**src/rtl/regfile_write_arbiter.sv**
```systemverilog
// Two-port writeback to single-port register-file write arbiter with one-entry skid.
// Optional macro HARDWIRE_R0_EN: register 0 is hardwired to zero and requests to it are filtered.
module regfile_write_arbiter #(
  parameter int unsigned NUM_REGS = 32,
  parameter int unsigned DATA_W   = 32,
  localparam int unsigned ADDR_W  = $clog2(NUM_REGS)
) (
  input  logic                clk,
  input  logic                reset,
  input  logic                RegWriteA,
  input  logic [ADDR_W-1:0]   WriteRegisterA,
  input  logic [DATA_W-1:0]   WriteDataA,
  input  logic                RegWriteB,
  input  logic [ADDR_W-1:0]   WriteRegisterB,
  input  logic [DATA_W-1:0]   WriteDataB,
  output logic                Stall,
  output logic [NUM_REGS-1:0] WriteEn,
  output logic [ADDR_W-1:0]   WriteAddr,
  output logic [DATA_W-1:0]   WriteData,
  output logic                Collision
);

  logic                r_skid_valid;
  logic [ADDR_W-1:0]   r_skid_addr;
  logic [DATA_W-1:0]   r_skid_data;

  logic                w_va;
  logic                w_vb;
  logic                w_issue;
  logic [ADDR_W-1:0]   w_addr;
  logic [DATA_W-1:0]   w_data;
  logic                w_col;
  logic                w_skid_load;
  logic [NUM_REGS-1:0] w_en;

  assign Stall = r_skid_valid;

  // Requests to register 0 vanish before arbitration when it is hardwired.
`ifdef HARDWIRE_R0_EN
  assign w_va = RegWriteA && (WriteRegisterA != '0);
  assign w_vb = RegWriteB && (WriteRegisterB != '0);
`else
  assign w_va = RegWriteA;
  assign w_vb = RegWriteB;
`endif

  // Pending skid drains first; inputs are ignored while it does.
  always_comb begin
    w_issue     = 1'b0;
    w_addr      = '0;
    w_data      = '0;
    w_col       = 1'b0;
    w_skid_load = 1'b0;
    if (r_skid_valid) begin
      w_issue = 1'b1;
      w_addr  = r_skid_addr;
      w_data  = r_skid_data;
    end else if (w_va && w_vb) begin
      if (WriteRegisterA == WriteRegisterB) begin
        w_issue = 1'b1;
        w_addr  = WriteRegisterB;
        w_data  = WriteDataB;
      end else begin
        w_issue     = 1'b1;
        w_addr      = WriteRegisterA;
        w_data      = WriteDataA;
        w_col       = 1'b1;
        w_skid_load = 1'b1;
      end
    end else if (w_va) begin
      w_issue = 1'b1;
      w_addr  = WriteRegisterA;
      w_data  = WriteDataA;
    end else if (w_vb) begin
      w_issue = 1'b1;
      w_addr  = WriteRegisterB;
      w_data  = WriteDataB;
    end
  end

  always_comb begin
    w_en = '0;
    if (w_issue) begin
      w_en[w_addr] = 1'b1;
    end
`ifdef HARDWIRE_R0_EN
    w_en[0] = 1'b0;
`endif
  end

  always_ff @(posedge clk) begin
    if (reset) begin
      WriteEn      <= '0;
      WriteAddr    <= '0;
      WriteData    <= '0;
      Collision    <= 1'b0;
      r_skid_valid <= 1'b0;
      r_skid_addr  <= '0;
      r_skid_data  <= '0;
    end else begin
      WriteEn      <= w_en;
      WriteAddr    <= w_addr;
      WriteData    <= w_data;
      Collision    <= w_col;
      r_skid_valid <= w_skid_load;
      if (w_skid_load) begin
        r_skid_addr <= WriteRegisterB;
        r_skid_data <= WriteDataB;
      end
    end
  end

endmodule

```
**config.mk**
```make
export PLATFORM = sky130hd
export DESIGN_NAME = regfile_write_arbiter
export DESIGN_NICKNAME = d
export VERILOG_FILES = /design/src/rtl/regfile_write_arbiter.sv
export SDC_FILE = /design/constraint.sdc
export NUM_CORES = 1
export LEC_CHECK = 0
export CAP_MARGIN = 25
export CORE_MARGIN = 2
export CORE_UTILIZATION = 30
export CTS_CLUSTER_SIZE = 10
export DETAILED_ROUTE_END_ITERATION = 10
export PLACE_DENSITY_LB_ADDON = 0.08
export SYNTH_ARGS = -nofsm -noshare
export SYNTH_HDL_FRONTEND = slang
export SYNTH_SLANG_ARGS = --single-unit
```
**constraint.sdc**
```tcl
create_clock -name clk -period 3.43 [get_ports clk]
set_input_delay 0.686 -clock clk [delete_from_list [all_inputs] [get_ports clk]]
set_output_delay 0.686 -clock clk [all_outputs]
set_load 0.1 [all_outputs]
```
==> flow_summary.toml <==
[sta]
finClkSkew_ns = 0.00751
drv_slew = 0
tightest_slew_ns = 1.01
hold_viol = 0
min_period_ns = 2.52
max_slew_margin_pct = 32.7
grt_setup_unrepaired = "no"
max_freq_mhz = 397
setup_viol = 0
fin_crit_sh_pct = 73.5
setup_tns_ns = 0

[clocking]
htree_levels = 3
cts_tree = "yes"
cts_resized = 0
cts_root_buffer = "clkbuf_16"
insertion_delay_ns = 0.36
cts_buffers = 9
clk_pin_slew_ns = 0.08
postCtsHoldBufs = 0
cts_sinks = 107
clock_path_buffers = 2
post_cts.repair.setup_buffers = 0

[worst_setup_path]
critPathMaxStageDelay_ns = 1.14
crit_path_start_kind = "register"
arrival_ns = 1.84
cp.required_ns = 2.74
path_delay_family = "buffers and inverters"
r2r_cells = 5
critPathKind = "register to output pin"
crit_cells = 1
critPathSlowestCell = "clkdlybuf4s50_1"
endpoint_kind = "output pin"
crit_chain = "clkdlybuf4s50_1"
cp_max_fo = 1
crit_buf_inv = 1

[synthesis]
ys_types = 40
synth_top_area_share_pct = 50.9
ys_seq_area_share_pct = 50.9
ys_ff_latch = 107
synth_area_leader_cell = "dfxtp_1"
yosys-top-cells-area = "dfxtp_1 51%, a21oi_1 8.7%, nand2_1 7.8%, a221oi_1 5.2%, nand3_1 3.9%"
syn-mean-instance-area_um2 = 8.71
synth_fp_nets = 561
syn_inst = 483
ys_warn_count = 0
syn_area_mm2 = 0.00421

[grt]
busiest_layer = "met2"
use_met3_pct = 5.44
grt_pass1_vias = 3776
antenna_found_initial = 0
grtUsageMet1_pct = 18.3
overflow = 0
grt_start_max_net_pins = 51
use_met2_pct = 28.2
grt_usage_pct = 16.1
grt_pass1_wl_um = 18700

[floorplanning]
initial_core_util_pct = 30.5
rows = 43
die_y_um = 122
core_area_mm2 = 0.0138
die_area_mm2 = 0.0150
ios = 149
fp.dieW_um = 122

[detailed_routing]
ant_nets = 0
vias = 3777
drcViolationCount = 0
drt-total-wl_um = 11900
wire_per_inst_um = 14.9
dr.pass1.iters = 4
drtIter0Drc = 168
via_per_inst = 4.74

[layout]
layout_commonest_cell = "clkdlybuf4s50_1"
n_antenna_cell = 0
final_cells = 797
n_fill_cell = 1412
layout-drive-gt1-share_pct = 9.89
area_delta_synth_final_pct = 43.9
fin_nets = 690
layout_common_cells = "138 x clkdlybuf4s50_1, 106 x dfxtp_1, 87 x nand2_1"

[power]
p_leak_nw = 2.12
ir_worst_vdd_mv = 0.337
p_per_area_mw_per_mm2 = 510

[outcome]
status = "finished clean"

[place]
port_buffers = 148
hpwl_um = 8010
dp.cells = 781
gp_congestion = 0.759

[job]
max_cap_violations = 0

[hold_path]
worstHoldPathType = "register to register"
holdPathStages = 2
worst paths after layout:
check	end	slack, ns	start
worst min-delay path	r_skid_data[11]	0.46	r_skid_data[11]
worst min register to register	r_skid_data[11]	0.46	r_skid_data[11]
worst max register to register	WriteEn[11]	1.29	Stall
worst max-delay path	WriteEn[30]	0.91	WriteEn[30]
synth_stat cells:
master	number
a31oi_1	2
o211a_1	1
o21ai_2	1
nor4_2	1
o211ai_1	1
o21ai_0	1
buf_2	9
nand3_1	33
mux2i_1	1
a31o_4	1
buf_12	1
xnor2_1	3
a31oi_4	1
a221oi_1	25
nor2b_1	3
nor2_2	1
and2_1	3
a22o_1	2
nor2_1	25
dfxtp_1	107
o21ba_2	1
a32oi_1	1
o21a_1	1
buf_4	8
nor3_4	1
xor2_1	2
buf_6	1
clkbuf_1	15
a41oi_2	1
or2_1	1
buf_1	4
and3_4	1
a221oi_2	7
inv_1	37
nor3_1	7
nand3b_1	3
nand2_1	87
nor3_2	9
and2_4	1
a21oi_1	73
area by class of cell:
class,count,area (µm²),share of cell area [%]
tap,180,225,3.72
clock inverter,7,78.8,1.30
clock buffer,9,225,3.72
timing repair buffer,156,1520,25.2
sequential,107,2140,35.4
multi-input combinational,301,1720,28.4
inverter,37,139,2.29
where the power goes:
group          switching (W)  internal, W  leakage [nW]
Combinational       0.000486     0.000218          1.09
Sequential         0.0000249      0.00130         0.875
Clock               0.000529     0.000525         0.151
flip-flops by register name (all words and copies together), names as in the netlist:
signal       flops
WriteAddr        5
WriteData       32
r_skid_data     32
WriteEn         32
r_skid_addr      5
Stall            1
kinds of logic (layout without fill, tap and decap cells):
kind of cell	count (synthesis)	in the layout	synth area share, %
AO/OA/AOI/OAI	119	119	19.8
XOR/XNOR	5	5	1.04
buffers and inverters	75	209	8.24
flip-flops	107	107	50.9
multiplexers	1	1	0.238
AND/OR/NAND/NOR	176	176	19.8
per-stage QoR:
step,setup slack [ns],power [W],area (µm²),util (%),hold WS (ns)
floorplan,1.14,0.00184,4210,-,0.432
global placement,0.649,0.00206,5750,41.7,0.440
detailed placement,0.596,0.00206,5750,41.7,0.446
CTS,0.884,0.00314,6050,43.9,0.457
global route,0.846,0.00322,6050,43.9,0.479
finish,0.909,0.00308,6050,43.9,0.457
metal layers:
layer	routed length, µm	vias to the layer above
met2	5840	105
met4	212	0
met5	0	-
met3	843	18
li1	-	1900
met1	4980	1754
No activity file was read; power rests on OpenSTA's default activity.
